File: src/rtl/usb_bulk_in_arbiter_pkg.sv
// usb_bulk_in_arbiter_pkg
//   Shared definitions for the bulk IN arbiter and the core's bulk endpoint:
//   arbiter FSM state encoding and USB bulk max-packet sizes.
package usb_bulk_in_arbiter_pkg;

    typedef enum logic [1:0] {
        ST_IDLE = 2'd0,
        ST_XFER = 2'd1,
        ST_GAP  = 2'd2
    } arb_state_t;

    localparam int unsigned HS_MAXPKT_BYTES = 512;
    localparam int unsigned FS_MAXPKT_BYTES = 64;

endpackage : usb_bulk_in_arbiter_pkg

File: src/rtl/usb_arb_rr2.sv
// usb_arb_rr2
//   Two-way grant picker, purely combinational.
//   Build option: USB_ARB_FIXED_PRIORITY_EN -- when defined, req[0] always
//   wins and ptr is ignored; otherwise round-robin using ptr.
// Ports:
//   req    [1:0] requests (bit i = source i valid)
//   ptr          preferred source for the next grant (0 = s0, 1 = s1)
//   enable       picker may grant only when high
//   grant  [1:0] one-hot grant, '0 when nothing granted
module usb_arb_rr2
    import usb_bulk_in_arbiter_pkg::*;
(
    input  logic [1:0] req,
    input  logic       ptr,
    input  logic       enable,
    output logic [1:0] grant
);

    always_comb begin
        grant = '0;
        if (enable) begin
`ifdef USB_ARB_FIXED_PRIORITY_EN
            if (req[0])      grant = 2'b01;
            else if (req[1]) grant = 2'b10;
`else
            if (ptr) begin
                if (req[1])      grant = 2'b10;
                else if (req[0]) grant = 2'b01;
            end else begin
                if (req[0])      grant = 2'b01;
                else if (req[1]) grant = 2'b10;
            end
`endif
        end
    end

endmodule : usb_arb_rr2

File: src/rtl/usb_bulk_in_arbiter.sv
// usb_bulk_in_arbiter
//   Two-source scheduler for the core's bulk IN AXI-Stream input. Grants one
//   source per frame (until that source's tlast), round-robin between frames,
//   and splits frames into max-packet sized USB packets with one idle GAP
//   cycle between packets. Data path is combinational while in XFER.
//   Build option: USB_ARB_FIXED_PRIORITY_EN (see usb_arb_rr2) -- s0 priority.
// Ports:
//   clock, reset (async, active-high)
//   configured_i      arbitration enabled only while high
//   usb_hs_enabled_i  selects HS_MAXPKT / FS_MAXPKT, latched per packet
//   blk_in_ready_o    granted source has data (XFER only)
//   grant_o [1:0]     one-hot owner, '0 when idle
//   s0_*/s1_*         source AXI-Stream slaves
//   m_*               master stream to the core's s_axis
module usb_bulk_in_arbiter
    import usb_bulk_in_arbiter_pkg::*;
#(
    parameter int unsigned WIDTH     = 8,
    parameter int unsigned HS_MAXPKT = HS_MAXPKT_BYTES,
    parameter int unsigned FS_MAXPKT = FS_MAXPKT_BYTES,
    parameter int unsigned CBITS     = 10
)
(
    input  logic             clock,
    input  logic             reset,
    input  logic             configured_i,
    input  logic             usb_hs_enabled_i,
    output logic             blk_in_ready_o,
    output logic [1:0]       grant_o,
    input  logic             s0_tvalid_i,
    output logic             s0_tready_o,
    input  logic             s0_tlast_i,
    input  logic [WIDTH-1:0] s0_tdata_i,
    input  logic             s1_tvalid_i,
    output logic             s1_tready_o,
    input  logic             s1_tlast_i,
    input  logic [WIDTH-1:0] s1_tdata_i,
    output logic             m_tvalid_o,
    input  logic             m_tready_i,
    output logic             m_tlast_o,
    output logic [WIDTH-1:0] m_tdata_o
);

    arb_state_t       state;
    logic [1:0]       grant_q;
    logic [CBITS-1:0] cnt;
    logic [CBITS-1:0] maxpkt_m1;
    logic [CBITS-1:0] pkt_limit;
    logic             frame_end;   // last packet's final beat carried source tlast
    logic             rr_ptr;      // preferred source at next IDLE grant
    logic [1:0]       pick;

    logic             xfer;
    logic             sel;
    logic             g_valid;
    logic             g_last;
    logic [WIDTH-1:0] g_data;
    logic             beat;

    assign pkt_limit = usb_hs_enabled_i ? CBITS'(HS_MAXPKT - 1) : CBITS'(FS_MAXPKT - 1);

    usb_arb_rr2 u_pick (
        .req    ({s1_tvalid_i, s0_tvalid_i}),
        .ptr    (rr_ptr),
        .enable ((state == ST_IDLE) && configured_i),
        .grant  (pick)
    );

    // Zero-latency mux; every output is forced to 0 outside XFER so reset
    // and IDLE/GAP values need no extra registers.
    assign xfer    = (state == ST_XFER);
    assign sel     = grant_q[1];
    assign g_valid = sel ? s1_tvalid_i : s0_tvalid_i;
    assign g_last  = sel ? s1_tlast_i  : s0_tlast_i;
    assign g_data  = sel ? s1_tdata_i  : s0_tdata_i;

    assign grant_o        = grant_q;
    assign m_tvalid_o     = xfer & g_valid;
    assign m_tdata_o      = xfer ? g_data : '0;
    assign m_tlast_o      = xfer & (g_last | (cnt == maxpkt_m1));
    assign blk_in_ready_o = xfer & g_valid;
    assign s0_tready_o    = xfer & ~sel & m_tready_i;
    assign s1_tready_o    = xfer &  sel & m_tready_i;
    assign beat           = m_tvalid_o & m_tready_i;

    always_ff @(posedge clock or posedge reset) begin
        if (reset) begin
            state     <= ST_IDLE;
            grant_q   <= '0;
            cnt       <= '0;
            maxpkt_m1 <= '0;
            frame_end <= 1'b0;
            rr_ptr    <= 1'b0;
        end else if (!configured_i) begin
            // Abandon any packet in flight; unaccepted bytes stay in the source.
            state   <= ST_IDLE;
            grant_q <= '0;
            cnt     <= '0;
        end else begin
            case (state)
                ST_IDLE: begin
                    if (|pick) begin
                        grant_q   <= pick;
                        cnt       <= '0;
                        maxpkt_m1 <= pkt_limit;
                        state     <= ST_XFER;
                    end
                end
                ST_XFER: begin
                    if (beat) begin
                        cnt <= cnt + CBITS'(1);
                        if (m_tlast_o) begin
                            frame_end <= g_last;
                            state     <= ST_GAP;
                        end
                    end
                end
                ST_GAP: begin
                    if (frame_end) begin
                        rr_ptr  <= grant_q[0];
                        grant_q <= '0;
                        state   <= ST_IDLE;
                    end else begin
                        cnt       <= '0;
                        maxpkt_m1 <= pkt_limit;
                        state     <= ST_XFER;
                    end
                end
                default: begin
                    grant_q <= '0;
                    state   <= ST_IDLE;
                end
            endcase
        end
    end

endmodule : usb_bulk_in_arbiter

File: config.mk
export PLATFORM = sky130hd
export DESIGN_NAME = usb_bulk_in_arbiter
export DESIGN_NICKNAME = d
export VERILOG_FILES = /design/src/rtl/usb_bulk_in_arbiter_pkg.sv /design/src/rtl/usb_arb_rr2.sv /design/src/rtl/usb_bulk_in_arbiter.sv
export SDC_FILE = /design/constraint.sdc
export NUM_CORES = 1
export LEC_CHECK = 0
export ABC_CLOCK_PERIOD_IN_PS = 4900
export BUFFER_PORTS_ARGS = -buffer_cell sky130_fd_sc_hd__clkbuf_2
export CORE_MARGIN = 3
export CORE_UTILIZATION = 35
export DETAILED_ROUTE_END_ITERATION = 10
export PLACE_DENSITY = 0.67
export SLEW_MARGIN = 30
export SYNTH_ARGS = -nofsm -noshare
export SYNTH_HDL_FRONTEND = slang
export SYNTH_SLANG_ARGS = --single-unit
File: constraint.sdc
create_clock -name clock -period 4.9 [get_ports clock]
set_clock_uncertainty 0.05 [all_clocks]
set_input_delay 0.735 -clock clock [delete_from_list [all_inputs] [get_ports clock]]
set_output_delay 0.735 -clock clock [all_outputs]
set_load 0.005 [all_outputs]
---- Word level (Yosys, flattened, before mapping) ----
Index checks and enable logic that the tools add are counted.
word-level totals
  register bits ........................... 26
  bits of input ports ..................... 25
  output and inout port bits .............. 15
cells by class
  add/subtract/negate cells ............... 1
  equality and inequality tests ........... 12
  mux-type cells .......................... 29
  bitwise operators ....................... 9
  reduce and logical (&&, ||, !) cells .... 10
operators by type and width
  kind                                                    count
  2-to-1 mux 10 bit                                       6
  one-hot mux 10 bit (3 select lines)                     1
  2-to-1 mux 2 bit                                        12
  one-hot mux 10 bit (2 select lines)                     1
  2-to-1 mux 8 bit                                        2
  one-hot mux 2 bit (3 select lines)                      2
  AND reduction 4 bit                                     3
  adder 10 x 1 -> 10 bit (second input constant)          1
  == test 10 bit                                          1
  2-to-1 mux 9 bit                                        1
  inequality test 3 bit (second input constant)           3
  AND reduction 3 bit                                     3
  bitwise AND 1 bit                                       7
  inequality test 3 x 2 -> 1 bit (second input constant)  2
  2-to-1 mux 1 bit                                        4
  inequality test 2 bit (second input constant)           2
  inequality test 4 x 1 -> 1 bit (second input constant)  1
  == test 2 x 1 -> 1 bit (second input constant)          1
  == test 2 bit (second input constant)                   1
  logical NOT 2 bit                                       1
  inequality test 2 x 1 -> 1 bit (second input constant)  1
  nonzero test 2 bit                                      1
  OR reduction 2 bit                                      1
  logical AND 1 bit                                       1
  other kinds (2)                                         2

---- Logic depth before layout (Yosys ltp) ----
Gate-level depths: netlist (run 1).
  word-level depth ........................ 8
  mapped depth ............................ 7

---- Modules after synthesis ----
A second synthesis (run 1) with hierarchy kept.
second synthesis, totals
  cells, all modules ...................... 134
  area, all modules ....................... 1177.4 µm²
modules (own cells, without submodules)
  module               instances  cells an instance  area an instance (µm²)  sequential area each (µm²)
  usb_bulk_in_arbiter  1          129                1156.1                  450.4
  usb_arb_rr2          1          5                  21.3                    0.0

---- Worst setup path after synthesis (run 1) ----
No wires, ideal clock.
  path kind ............................... flip-flop to output port
  start point ............................. register cnt[6]
  end point ............................... output port m_tlast_o
  arrival time ............................ 1.334 ns
  data required time ...................... 4.115 ns
  setup slack ............................. 2.781 ns
  stages on the path, launching flop included .. 5
  buffers on the path ..................... 0
  cell sequence ........................... dfrtp_1 -> or4_1 -> a21oi_1 -> a21boi_0 -> nor2_1
on the way
  cells in the longest elaborated chain, start to end .. 3
RTL lines
  element                 RTL line                    text
  start, declared         usb_bulk_in_arbiter.sv:46   logic [CBITS-1:0] cnt;
  start signal, assigned  usb_bulk_in_arbiter.sv:111  cnt <= cnt + CBITS'(1);
  == test 10 bit          usb_bulk_in_arbiter.sv:80   assign m_tlast_o = xfer & (g_last | (cnt == maxpkt_m1));
  bitwise OR 1 bit        usb_bulk_in_arbiter.sv:80
  bitwise AND 1 bit       usb_bulk_in_arbiter.sv:80
  end, declared           usb_bulk_in_arbiter.sv:40   output logic m_tlast_o,
No other way between the ends.

---- Final worst setup path (run 1) ----
  start point ............................. register grant_q[1], in the netlist grant_o[1]
  end point ............................... output port m_tlast_o
on the way
  cells in the longest elaborated chain, start to end .. 3
RTL lines
  element                 RTL line                    text
  start, declared         usb_bulk_in_arbiter.sv:45   logic [1:0] grant_q;
  start signal, assigned  usb_bulk_in_arbiter.sv:103  grant_q <= pick;
  2-to-1 mux 1 bit        usb_bulk_in_arbiter.sv:74   assign g_last = sel ? s1_tlast_i : s0_tlast_i;
  bitwise OR 1 bit        usb_bulk_in_arbiter.sv:80
  bitwise AND 1 bit       usb_bulk_in_arbiter.sv:80
No other way between the ends.

==> summary.txt, run 1 <==
Route
  – DRC: 0
  – Vias: 1174
  – Initial DRC Count: just under 90
  – Routed wire per std cell: approximately 14 um
  – Post-route antenna net violation count: 0
  – DR pass1 iterations: 4
  – Routed vias/inst: 5.54
  – WL final: approximately 3000 um

Synthesis
  – Syn. warnings: 0
  – Synth unique cells: 40
  – Register area share after synthesis: between 30% and 40%
  – Total nets after synthesis: approximately 160
  – Number of flops mapped to enable cells by yosys: 0
  – Synth Flop Type: dfrtp_1
  – Avg Inst Size Synth: slightly above 9 um^2
  – Seq cells post-synth: 18
  – Syn Inst Count: ~130
  – Mapped Area: ~1200 um^2
  – Post-synth ARST share: 100%

Job
  – Max-cap violations: 0

Finish
  – Synth-to-Final Area Change: 20.8%
  – Diode count: 0
  – Sequential cell area: between 400 and 500 um^2
  – Fraction of layout cells with a size suffix above 1: 28.0%
  – Footprint of the multi-input gates: approximately 700 um^2
  – Fill count: roughly 320
  – Final nets: 195

Critical path
  – Critical path's slowest cell: dfrtp_1
  – Crit path arrival time: between 1500 and 2000 ps
  – CP Capture Type: output port
  – Worst reg2reg path startpoint: grant_o[1]
  – CP Capture Point: m_tlast_o
  – Crit path launch type: flop
  – Crit path max fanout: 14
  – Crit. Startpoint: grant_o[1]
  – CP required: slightly above 4000 ps
  – CP Cell Sequence: mux2i_1 > a21boi_0 > nor2_1 > clkbuf_2
  – Reg2reg setup slack: roughly 2700 ps
  – CP Class: flop to output port
  – Worst r2r path cells: 4
  – Reg-to-reg endpoint: cnt[7]
  – Largest stage delay on the critical path: about 740 ps

STA
  – TNS Setup: 0 ps
  – Max Freq: between 300 and 400 MHz
  – Final WS setup: between 2000 and 2500 ps
  – Final Hold Fails: 0
  – Fin. max-slew vios: 0
  – Final Cycle Share: between 50% and 60%
  – Worst slew pin tran: 719 ps
  – Minimum clock period after layout: about 2700 ps
  – Setup violators final: 0
  – RSZ-0062 raised after global routing: no
  – Max_slew headroom: between 50 and 60%

Placement
  – Gpl congestion: slightly below 0.8
  – HPWL after detailed placement: 2360 um
  – # port buffers: 39
  – Dpl ws: approximately 2500 ps

Floorplan
  – # rows: 20
  – Core ar.: ~3200 um^2
  – Die Y-Extent: around 65 um
  – Die W: approximately 65 um
  – I/O pins: 40
  – DIE AREA: 4170 um^2
  – Initial core utilization: a little under two fifths

Clock network
  – Worst-path clk slew: ~100 ps
  – CTS resizes: 0
  – Hold_buf cts: 0
  – H-tree depth: 1
  – Clock Path Buffers: 2
  – Worst-skew pair later-pin latency: roughly 300 ps
  – CTS Sinks: 18
  – TritonCTS clock tree: yes
  – Post-CTS Repair Setup Buffers: 0
  – Clk root buf: clkbuf_4
  – CTS Buf Count: 3

Global route
  – First-pass GRT wire length: between 5000 and 6000 um
  – GRT overflow: 0
  – Vias in the first global route: 1217
  – Largest net degree at the start of global routing: 19
  – Tot GR Track Use: roughly 16%
  – Initial antenna violation count: 0

Power and ir drop
  – Pwr Density: between 200 and 300 nW/um^2
  – Total power: roughly 0.00038 W
  – Static Leak: 0.631 nW
  – Worst VDD drop: 0.119 mV

Hold path
  – Hold Path Class: input pin to async pin

Status
  – Status: finished, final reports clean
==> placed cells by master (no fill, tap or decap), drive strengths merged, types with 2 or more instances in the layout <==
| cell type | netlist | routed |
|---|---|---|
| clkbuf | 2 | 43 |
| dfrtp | 18 | 18 |
| nor2 | 14 | 14 |
| mux2i | 10 | 10 |
| o21ai | 8 | 8 |
| a21oi | 7 | 7 |
| nand2 | 7 | 7 |
| nand3 | 7 | 7 |
| or4 | 6 | 6 |
| o31ai | 6 | 6 |
| nand2b | 5 | 5 |
| nand4 | 3 | 3 |
| a32o | 3 | 3 |
| inv | 3 | 3 |
| nor2b | 2 | 2 |
| and2 | 2 | 2 |
| nor4 | 2 | 2 |
| o2bb2ai | 2 | 2 |
| a21boi | 2 | 2 |
| or3 | 2 | 2 |
| mux2 | 2 | 2 |
| a311oi | 2 | 2 |
==> how the worst min path moves through the flow <==
| stage | startpoint | endpoint | cells after the start | slack [ps] |
|---|---|---|---|---|
| 2_1_floorplan | maxpkt_m1[5] | maxpkt_m1[5] | 1 | 410 |
| 3_3_place_gp | rr_ptr | rr_ptr | 1 | 460 |
| 3_5_place_dp | maxpkt_m1[7] | maxpkt_m1[7] | 1 | 470 |
| 4_1_cts | reset | grant_o[1] | 2 | 490 |
| 5_1_grt | reset | grant_o[1] | 2 | 500 |
| 6_report | reset | rr_ptr | 2 | 470 |
==> power breakdown <==
part	switching (W)	internal (W)	leakage [nW]
Sequential	0.0000193	0.000160	0.238
Combinational	0.0000592	0.0000515	0.372
Clock	0.0000484	0.0000453	0.0210
Total	0.000127	0.000257	0.631
==> synth_stat cells (2+ instances only) <==
cell / instances / share of area [%]
a21boi_0: 2 / 1.2
a21oi_1: 7 / 2.9
a32o_1: 3 / 2.5
and2_1: 2 / 1.0
buf_2: 2 / 0.83
buf_4: 2 / 1.2
clkbuf_1: 2 / 0.62
dfrtp_1: 18 / 37
inv_1: 3 / 0.94
mux2i_1: 10 / 8.3
nand2_1: 7 / 2.2
nand2b_1: 5 / 2.6
nand3_1: 7 / 2.9
nand4_1: 3 / 1.6
nor2_1: 14 / 4.4
nor2b_1: 2 / 1.0
nor4_1: 2 / 1.0
o21ai_0: 6 / 2.5
o21ai_1: 2 / 0.83
o2bb2ai_1: 2 / 1.5
o31ai_1: 6 / 3.7
or3_1: 2 / 1.0
or4_1: 6 / 3.7
==> registers in the layout (all words and copies together) (netlist names) <==
| name | count |
|---|---|
| state | 2 |
| maxpkt_m1 | 2 |
| cnt | 10 |
| grant_o | 2 |
| rr_ptr | 1 |
| frame_end | 1 |
==> worst max-delay path: cells and delay by family (launching register included) <==
kind                   cells  cell delay, ps
flip-flops                 1             740
AND/OR/NAND/NOR            1              70
multiplexers               1             320
AO/OA/AOI/OAI              1             340
buffers and inverters      1             120
==> per-layer routing <==
| layer | track usage [%] | share of wire, % | vias to the layer above |
|---|---|---|---|
| met5 | 0 | 0 | - |
| met2 | 27.6 | 48 | 53 |
| met4 | 4.75 | 1.2 | 0 |
| li1 | - | - | 571 |
| met3 | 2.60 | 7.1 | 5 |
| met1 | 19.6 | 44 | 545 |
==> final cells by class <==
class,instances,area share [%]
well taps,44,3.79
inverters,3,0.775
repair buffers,39,13.4
multi-input cells,104,48.5
clock buffers,4,2.50
flip-flops and latches,18,31.0
==> through the flow <==
stage	cells	hold slack, ps	area (um^2)	utilization, %
3_5_place_dp	208	468	1420	44.9
6_report	212	466	1450	46.1
5_1_grt	212	500	1450	46.1
4_1_cts	212	486	1450	46.1
3_3_place_gp	208	457	1420	44.9
2_1_floorplan	132	409	1200	-
==> cells by family after synthesis <==
kind of cell             count (synthesis)  share of synthesized area (%)
AO/OA/AOI/OAI                           36                           22.6
adder cells (fa/ha/maj)                  1                           1.04
flip-flops                              18                           37.5
AND/OR/NAND/NOR                         55                           24.5
multiplexers                            12                           10.5
buffers and inverters                   10                           3.95
No activity file was read; power rests on OpenSTA's default activity.
==> inputs of run 2 (changes only) <==
- ABC_CLOCK_PERIOD_IN_PS: 4900 -> 2350
- PLACE_DENSITY: 0.67 -> 0.69
- clock period: 4.9 -> 2.35 ns (I/O delays scaled with it)
==> summary.txt, run 2 (synthesized netlist as in run 1, its figures left out) <==
STA
  – Final Cycle Share: between 90 and 100%
  – Max_slew headroom: 52.3% (+0.31 points)
  – Final Hold Fails: 0 (unchanged)
  – Fin. max-slew vios: 0 (unchanged)
  – TNS Setup: 0 ps (unchanged)
  – RSZ-0062 raised after global routing: no
  – Setup violators final: 0 (unchanged)
  – Max Freq: 445 MHz
  – Worst slew pin tran: 714 ps (-4.61 ps)
  – Minimum clock period after layout: about 2200 ps

Finish
  – Final nets: 197 (+1.0%)
  – Diode count: 0 (unchanged)
  – Commonest non-fill, non-tap cell in the layout: clkbuf_2
  – Layout Utilization: 46.1% (about the same)
  – Fraction of layout cells with a size suffix above 1: 28.4% (+0.43 points)
  – Final instance area: 1450 um^2 (about the same)
  – Largest Register: cnt
  – Number of flip-flops in the largest register: 10 (unchanged)
  – Most frequent cells in the layout: clkbuf_2, dfrtp_1, nor2_1
  – Synth-to-Final Area Change: 20.9% (about the same)
  – Fill count: 327 (+1.9%)

Critical path
  – Worst reg2reg path startpoint: grant_o[1]
  – Crit path max fanout: 6 (-8)
  – Worst path buffer plus inverter count: 1 (unchanged)
  – CP top delay family: simple AND/OR/NAND/NOR gates
  – CP required: 1950 ps (-2170 ps)
  – Crit. Startpoint: cnt[6]
  – CP Class: flop to output port
  – Largest stage delay on the critical path: 530 ps (-210 ps)
  – CP Cell Sequence: or4_1 > a21oi_1 > a21boi_1 > nor2_1 > clkbuf_2
  – Critical path's slowest cell: or4_1
  – CP Capture Type: output port
  – Crit path launch type: flop
  – Crit path arrival time: 1840 ps (-60 ps)

Floorplan
  – Die W: 64.6 um (unchanged)
  – Initial core utilization: 38.1% (unchanged)
  – DIE AREA: 4170 um^2 (unchanged)
  – Core ar.: 3150 um^2 (unchanged)
  – I/O pins: 40 (unchanged)
  – # rows: 20 (unchanged)
  – Die Y-Extent: 64.6 um (unchanged)

Power and ir drop
  – Sw Share: 33.8% (+0.69 points)
  – Logic pwr share: 32.2% (+3.3 points)
  – Worst VDD drop: 0.306 mV (+160%)
  – Static Leak: 0.635 nW (+0.57%)
  – Pwr Density: 527 nW/um^2 (+99%)
  – Seq pwr share: 47.7% (+1.0 points)
  – Clock power frac: 20.1% (-4.3 points)
  – NetSw: 0.000259 W (+100%)
  – Pint: 0.000508 W (+98%)
  – Total power: 0.000767 W (+100%)

Global route
  – Largest net degree at the start of global routing: 19 (unchanged)
  – Vias in the first global route: 1186 (-2.5%)
  – First-pass GRT wire length: 5050 um (-4.7%)
  – GRT overflow: 0 (unchanged)
  – Tot GR Track Use: 15.1% (-0.55 points)
  – Initial antenna violation count: 0 (unchanged)

Clock network
  – Clock Path Buffers: 2 (unchanged)
  – CTS Buf Count: 3 (unchanged)
  – Post-CTS Repair Setup Buffers: 0 (unchanged)
  – Worst-skew pair later-pin latency: 290 ps (about the same)
  – Clk root buf: clkbuf_4
  – CTS Sinks: 18 (unchanged)
  – Worst-path clk slew: 100 ps (about the same)
  – H-tree depth: 1 (unchanged)
  – TritonCTS clock tree: yes

Route
  – DR pass1 iterations: 4 (unchanged)
  – Initial DRC Count: 22 (-75%)
  – Post-route antenna net violation count: 0 (unchanged)
  – WL final: 3010 um (+1.2%)
  – Routed wire per std cell: 14.1 um (+0.77%)
  – DRC: 0 (unchanged)
  – Routed vias/inst: 5.53 (-0.13%)
  – Vias: 1178 (+0.34%)

Placement
  – Post-DP Area: 1430 um^2 (+1.1%)
  – # port buffers: 39 (unchanged)
  – HPWL after detailed placement: 2360 um (about the same)
  – Gpl congestion: 0.790 (+2.5%)

Hold path
  – Hold Path Class: input pin to async pin

Job
  – Max-cap violations: 0 (unchanged)

Status
  – Status: finished, final reports clean
## run 2: power by group through the flow
stage | clock network [W] | logic [W] | registers, W
6_report | 0.000154 | 0.000247 | 0.000365
5_1_grt | 0.000178 | 0.000273 | 0.000372
4_1_cts | 0.000157 | 0.000249 | 0.000365
3_5_place_dp | 0 | 0.000249 | 0.000370
3_3_place_gp | 0 | 0.000243 | 0.000368
2_1_floorplan | 0 | 0.000165 | 0.000362
## run 2: final cells by class
| type | instances | area, um^2 | area share [%] |
|---|---|---|---|
| Inverter | 3 | 11.3 | 0.775 |
| Multi-Input combinational cell | 104 | 704 | 48.5 |
| Tap cell | 44 | 55.1 | 3.79 |
| Timing Repair Buffer | 41 | 210 | 14.5 |
| Sequential cell | 18 | 450 | 31.0 |
| Clock buffer | 3 | 22.5 | 1.55 |
## run 2: per-stage QoR
step           cells  hold slack (ps)  setup slack (ps)
2_1_floorplan    132              241               614
3_3_place_gp     210              427               409
3_5_place_dp     210              440               383
4_1_cts          213              118              49.4
5_1_grt          213              149              25.4
6_report         213             94.3               104
## run 2: repair_timing
| item | CTS | global route |
|---|---|---|
| hold buffers | 0 | 0 |
| setup endpoints to repair | 0 | 1 |
| gates resized for setup | 0 | 1 |
## run 2: path summary, 6_finish.rpt
check / endpoint / slack (ps) / depth (start not counted)
hold / removal: cnt[9] / 90 / 2
setup / recovery: m_tlast_o / 100 / 5
setup reg to reg: cnt[9] / 530 / 4
max in group asynchronous: cnt[4] / 1710 / 2
min in group clock: maxpkt_m1[7] / 230 / 3
hold reg to reg: maxpkt_m1[5] / 470 / 1
## run 2: metal layers
metal / routed length (um) / GRT usage, %
met2: 1450 / 26.0
met5: 0 / 0
met1: 1340 / 19.4
met3: 171 / 1.73
met4: 41 / 5.80
